$ cat src/rtl/uart_tx_fifo.sv
// UART transmitter fed by a small FIFO; queued bytes leave back-to-back with no idle gap.
// Define UART_TX_PARITY_EN to add a parity bit (even, or odd when PARITY_ODD=1).
module uart_tx_fifo #(
    parameter int unsigned CLK_HZ     = 50_000_000,
    parameter int unsigned BAUD       = 9600,
    parameter int unsigned DATA_BITS  = 8,
    parameter int unsigned STOP_BITS  = 1,
    parameter int unsigned FIFO_DEPTH = 4,
    parameter int unsigned PARITY_ODD = 0
) (
    input  logic                        clk,
    input  logic                        reset,
    input  logic                        in_valid,
    output logic                        in_ready,
    input  logic [DATA_BITS-1:0]        in_data,
    output logic                        tx,
    output logic                        busy,
    output logic [$clog2(FIFO_DEPTH):0] fifo_count
);
    localparam int unsigned CLKS_PER_BIT = CLK_HZ / BAUD;
    localparam int unsigned BAUD_W       = $clog2(CLKS_PER_BIT + 1);
    localparam int unsigned PTR_W        = $clog2(FIFO_DEPTH);
    localparam int unsigned CNT_W        = PTR_W + 1;
    localparam int unsigned IDX_W        = 3;

`ifdef UART_TX_PARITY_EN
    typedef enum logic [2:0] {IDLE, START, DATA, PARITY, STOP} state_t;
`else
    typedef enum logic [2:0] {IDLE, START, DATA, STOP} state_t;
`endif

    state_t               state, state_next;
    logic [BAUD_W-1:0]    baud_cnt, baud_next;
    logic [IDX_W-1:0]     bit_idx, idx_next;
    logic [DATA_BITS-1:0] shift_data, shift_next;
    logic                 tx_next;
    logic                 pop;
    logic                 push;
    logic                 bit_end;
    logic [DATA_BITS-1:0] mem [FIFO_DEPTH];
    logic [PTR_W-1:0]     wr_ptr, rd_ptr;
`ifdef UART_TX_PARITY_EN
    logic                 parity_bit, parity_next;
`endif

    assign in_ready = (fifo_count < CNT_W'(FIFO_DEPTH));
    assign push     = in_valid & in_ready;
    assign busy     = (state != IDLE) | (fifo_count != '0);
    assign bit_end  = (baud_cnt == BAUD_W'(CLKS_PER_BIT - 1));

    // Next-state, next-output and FIFO pop decision
    always_comb begin
        state_next = state;
        baud_next  = (state == IDLE || bit_end) ? '0 : baud_cnt + BAUD_W'(1);
        idx_next   = bit_idx;
        shift_next = shift_data;
        tx_next    = tx;
        pop        = 1'b0;
`ifdef UART_TX_PARITY_EN
        parity_next = parity_bit;
`endif
        unique case (state)
            IDLE: pop = (fifo_count != '0);
            START: begin
                if (bit_end) begin
                    state_next = DATA;
                    idx_next   = '0;
                    tx_next    = shift_data[0];
                end
            end
            DATA: begin
                if (bit_end) begin
                    if (bit_idx == IDX_W'(DATA_BITS - 1)) begin
`ifdef UART_TX_PARITY_EN
                        state_next = PARITY;
                        tx_next    = parity_bit;
`else
                        state_next = STOP;
                        idx_next   = '0;
                        tx_next    = 1'b1;
`endif
                    end else begin
                        idx_next   = bit_idx + IDX_W'(1);
                        shift_next = shift_data >> 1;
                        tx_next    = shift_data[1];
                    end
                end
            end
`ifdef UART_TX_PARITY_EN
            PARITY: begin
                if (bit_end) begin
                    state_next = STOP;
                    idx_next   = '0;
                    tx_next    = 1'b1;
                end
            end
`endif
            STOP: begin
                if (bit_end) begin
                    if (bit_idx == IDX_W'(STOP_BITS - 1)) begin
                        if (fifo_count != '0) pop = 1'b1;
                        else                  state_next = IDLE;
                    end else begin
                        idx_next = bit_idx + IDX_W'(1);
                    end
                end
            end
            default: state_next = IDLE;
        endcase
        // A pop always launches a fresh start bit, from IDLE or straight out of STOP
        if (pop) begin
            state_next = START;
            baud_next  = '0;
            tx_next    = 1'b0;
            shift_next = mem[rd_ptr];
`ifdef UART_TX_PARITY_EN
            parity_next = (^mem[rd_ptr]) ^ 1'(PARITY_ODD);
`endif
        end
    end

    // FSM, line and FIFO bookkeeping registers
    always_ff @(posedge clk or posedge reset) begin
        if (reset) begin
            state      <= IDLE;
            baud_cnt   <= '0;
            bit_idx    <= '0;
            shift_data <= '0;
            tx         <= 1'b1;
            wr_ptr     <= '0;
            rd_ptr     <= '0;
            fifo_count <= '0;
`ifdef UART_TX_PARITY_EN
            parity_bit <= 1'b0;
`endif
        end else begin
            state      <= state_next;
            baud_cnt   <= baud_next;
            bit_idx    <= idx_next;
            shift_data <= shift_next;
            tx         <= tx_next;
`ifdef UART_TX_PARITY_EN
            parity_bit <= parity_next;
`endif
            if (push) wr_ptr <= wr_ptr + PTR_W'(1);
            if (pop)  rd_ptr <= rd_ptr + PTR_W'(1);
            case ({push, pop})
                2'b10:   fifo_count <= fifo_count + CNT_W'(1);
                2'b01:   fifo_count <= fifo_count - CNT_W'(1);
                default: fifo_count <= fifo_count;
            endcase
        end
    end

    // FIFO storage
    always_ff @(posedge clk) begin
        if (push) mem[wr_ptr] <= in_data;
    end

endmodule

$ cat config.mk
export PLATFORM = sky130hd
export DESIGN_NAME = uart_tx_fifo
export DESIGN_NICKNAME = d
export VERILOG_FILES = /design/src/rtl/uart_tx_fifo.sv
export SDC_FILE = /design/constraint.sdc
export NUM_CORES = 1
export LEC_CHECK = 0
export CAP_MARGIN = 20
export CORE_UTILIZATION = 59
export CTS_CLUSTER_SIZE = 24
export DETAILED_ROUTE_END_ITERATION = 10
export PLACE_DENSITY = 0.76
export SYNTH_ARGS = -nofsm -noshare
export SYNTH_HDL_FRONTEND = slang
export SYNTH_SLANG_ARGS = --single-unit
$ cat constraint.sdc
create_clock -name clk -period 3.1 [get_ports clk]
set_input_delay 0.31 -clock clk [delete_from_list [all_inputs] [get_ports clk]]
set_output_delay 0.31 -clock clk [all_outputs]
set_load 0.01 [all_outputs]
==> run metrics <==
Hold Buf Count CTS=0; global-route wire length before repair=7907 µm; TritonRoute pass-1 iters=4; hpwl dp=3373 µm; post-synthesis cell count=227; Distinct cells, synth=41; data arrival time of the worst path=just over 3000 ps; kind of critical path=register to register; #FFs+latches synth=66; Max Clock Freq=0.3539 GHz; syn nets=252; Area Overhead vs Synth=15.22%; syn avg cell area=13.37 µm²; Total GRT Usage=approximately 20%; # Max-Cap Violations=0; CTS Sinks=66; I/O Buffers=16; vias post-DR=1775; clk buf depth=2; CTS buffer count=9; DR DRC count=0; WP data required=3350 ps; die area=0.005433 mm²; Worst Clk Skew=7.715 ps; Leakage Power=1.461 nW; drt first-iter violations=79; Critical Path Sink Type=register; Final Setup Violations=0; grt ovf=0; actual slew at the worst max-slew pin=562.3 ps; outcome=finished, final reports clean; Final min period=roughly 2800 ps; Power Dens Cells=922.7 mW/mm²; Setup TNS Final=0 ps; top_reg_cell synth=dfrtp_1; wire per inst=15.03 µm; EDFF count, synth=32; core area=0.004848 mm²; Chip Width=73.71 µm; RD Place Congestion=between 0.8 and 0.9; row count=25; Die Ht=~74 µm; ANT cells=0; clock root buffer=clkbuf_8; DRT Wirelength=4808 µm; Max FO, Critical Path=10; vias in the first global route=1726; relative slew slack=62.52%; clk_lat worst skew=between 300 and 400 ps; Tot Pwr=roughly 3.2 mW; Mapped Area=0.003034 mm²; Max Slew Vio Count=0; asr flop ratio synth=51.52%; Final nets=about 270; postcts setup bufs=0; Via density=approximately 5.5; final worst path period share=around nine tenths; IO Pins=17; Syn. warnings=0; clock-pin slew on the worst setup and hold paths=about 70 ps; initial antenna violation count=0; share of cells above drive strength 1=13.04%; register area share after synthesis=59.75%; H-tree depth=3; DRT antenna net count=0; largest net degree at the start of global routing=35; Startpoint Class=register; final-report hold violation count=0; Starting Density=62.58%; Min-Delay Path Class=primary input to async pin; RSZ-0062 raised after global routing=no; Post-CTS Resized=0; Max VDD drop=423.7 µV; CTS tree=yes
-- cells by family after synthesis --
family          count (synthesis)  share of synthesized area, %
compound gates                 22                         4.825
fa+ha+maj                      14                         6.021
xor+xnor                       17                         4.907
buf+inv                        25                         3.464
flops                          66                         59.75
simple gates                   63                         11.09
mux                            20                         9.938
-- cell usage after synthesis, types with 2 or more instances --
master,number,area (µm²)
nor2_1,18,67.56
xor2_1,11,96.34
clkbuf_1,3,11.26
inv_1,15,56.30
dfrtp_1,33,825.8
nor2b_1,2,12.51
buf_2,3,15.01
o21ai_0,5,25.02
o21ai_1,8,40.04
buf_1,2,7.510
ha_1,13,162.7
xnor2_1,6,52.55
nand3_1,13,65.06
nand4_1,4,25.02
and4_1,2,17.52
nand2_1,7,26.28
edfxtp_1,32,960.9
mux4_2,8,180.2
a21oi_1,2,10.01
and2_1,6,37.54
and3_1,2,12.51
nor3_1,3,15.01
mux2i_1,11,110.1
-- per-stage QoR --
step           hold WS (ps)  util, %  worst slack (ps)  instance area (µm²)  instances
2_1_floorplan         408.9        -             528.8                 3034        227
3_3_place_gp          436.4    67.15             417.8                 3256        304
3_5_place_dp          443.7    67.15             339.3                 3256        304
4_1_cts               372.0    72.10             307.5                 3496        320
5_1_grt               435.8    72.10             82.95                 3496        320
6_report              368.8    72.10             274.6                 3496        320
-- path summary, 6_finish.rpt --
kind | start | slack [ps] | end | cells past startpoint
worst min register to register | baud_cnt[0] | 450 | baud_cnt[0] | 1
min in group clk | baud_cnt[0] | 450 | baud_cnt[0] | 1
max in group asynchronous | reset | 2400 | tx | 3
worst max-delay path | baud_cnt[0] | 270 | fifo_count[2] | 11
worst max register to register | baud_cnt[0] | 270 | fifo_count[2] | 11
worst min-delay path | reset | 370 | baud_cnt[12] | 3
-- per-layer routing --
layer,share of wire (%),vias up,track usage (%)
met1,47,872,26.22
met4,1.3,0,10.47
met5,0,-,0
li1,-,858,-
met2,49,38,33.03
met3,3.3,7,4.252
-- power by group --
| part | switching, mW | internal (mW) | leakage, nW |
|---|---|---|---|
| sequential | 0.167 | 1.14 | 0.724 |
| combinational | 0.556 | 0.507 | 0.617 |
| clock | 0.325 | 0.534 | 0.120 |
| total | 1.05 | 2.18 | 1.46 |
-- placed cells by master, fill, tap and decap left out, types with 3 or more instances in the layout --
cell | Yosys | final
nand2_1 | 7 | 7
mux4_2 | 8 | 8
xnor2_1 | 6 | 6
o21ai_1 | 8 | 8
mux2i_1 | 11 | 11
xor2_1 | 11 | 11
o21ai_0 | 5 | 5
clkdlybuf4s50_1 | 0 | 16
bufinv_16 | 0 | 3
inv_1 | 15 | 15
nand4_1 | 4 | 4
nand3_1 | 13 | 13
edfxtp_1 | 32 | 32
and2_1 | 6 | 6
ha_1 | 13 | 13
nor2_1 | 18 | 18
dfrtp_1 | 33 | 33
clkbuf_8 | 0 | 9
nor3_1 | 3 | 3
buf_4 | 0 | 3
-- flip-flops by register name (all words and copies together), names as in the netlist --
signal	count
wr_ptr	2
mem	32
tx	1
rd_ptr	2
shift_data	8
fifo_count	3
bit_idx	3
baud_cnt	13
state	2
-- final cells by class --
class,count,area [µm²]
Timing Repair Buffer,19,182.7
Clock buffer,9,123.9
Multi-Input combinational cell,136,1116
Inverter,16,60.06
Clock inverter,7,116.4
Sequential cell,66,1813
Fill cell,340,1353
Tap cell,67,83.83
-- critical path: stages, from the launching register on --
cell and delay, ps:
dfrtp_1 360, ha_1 290, nand4b_1 220, o41ai_2 410
nand2_1 170, inv_2 190, ha_1 210, inv_1 60
fa_1 400, xor2_1 160, nor2_1 130, xnor2_1 130
Power figures use the tool's default switching activity.
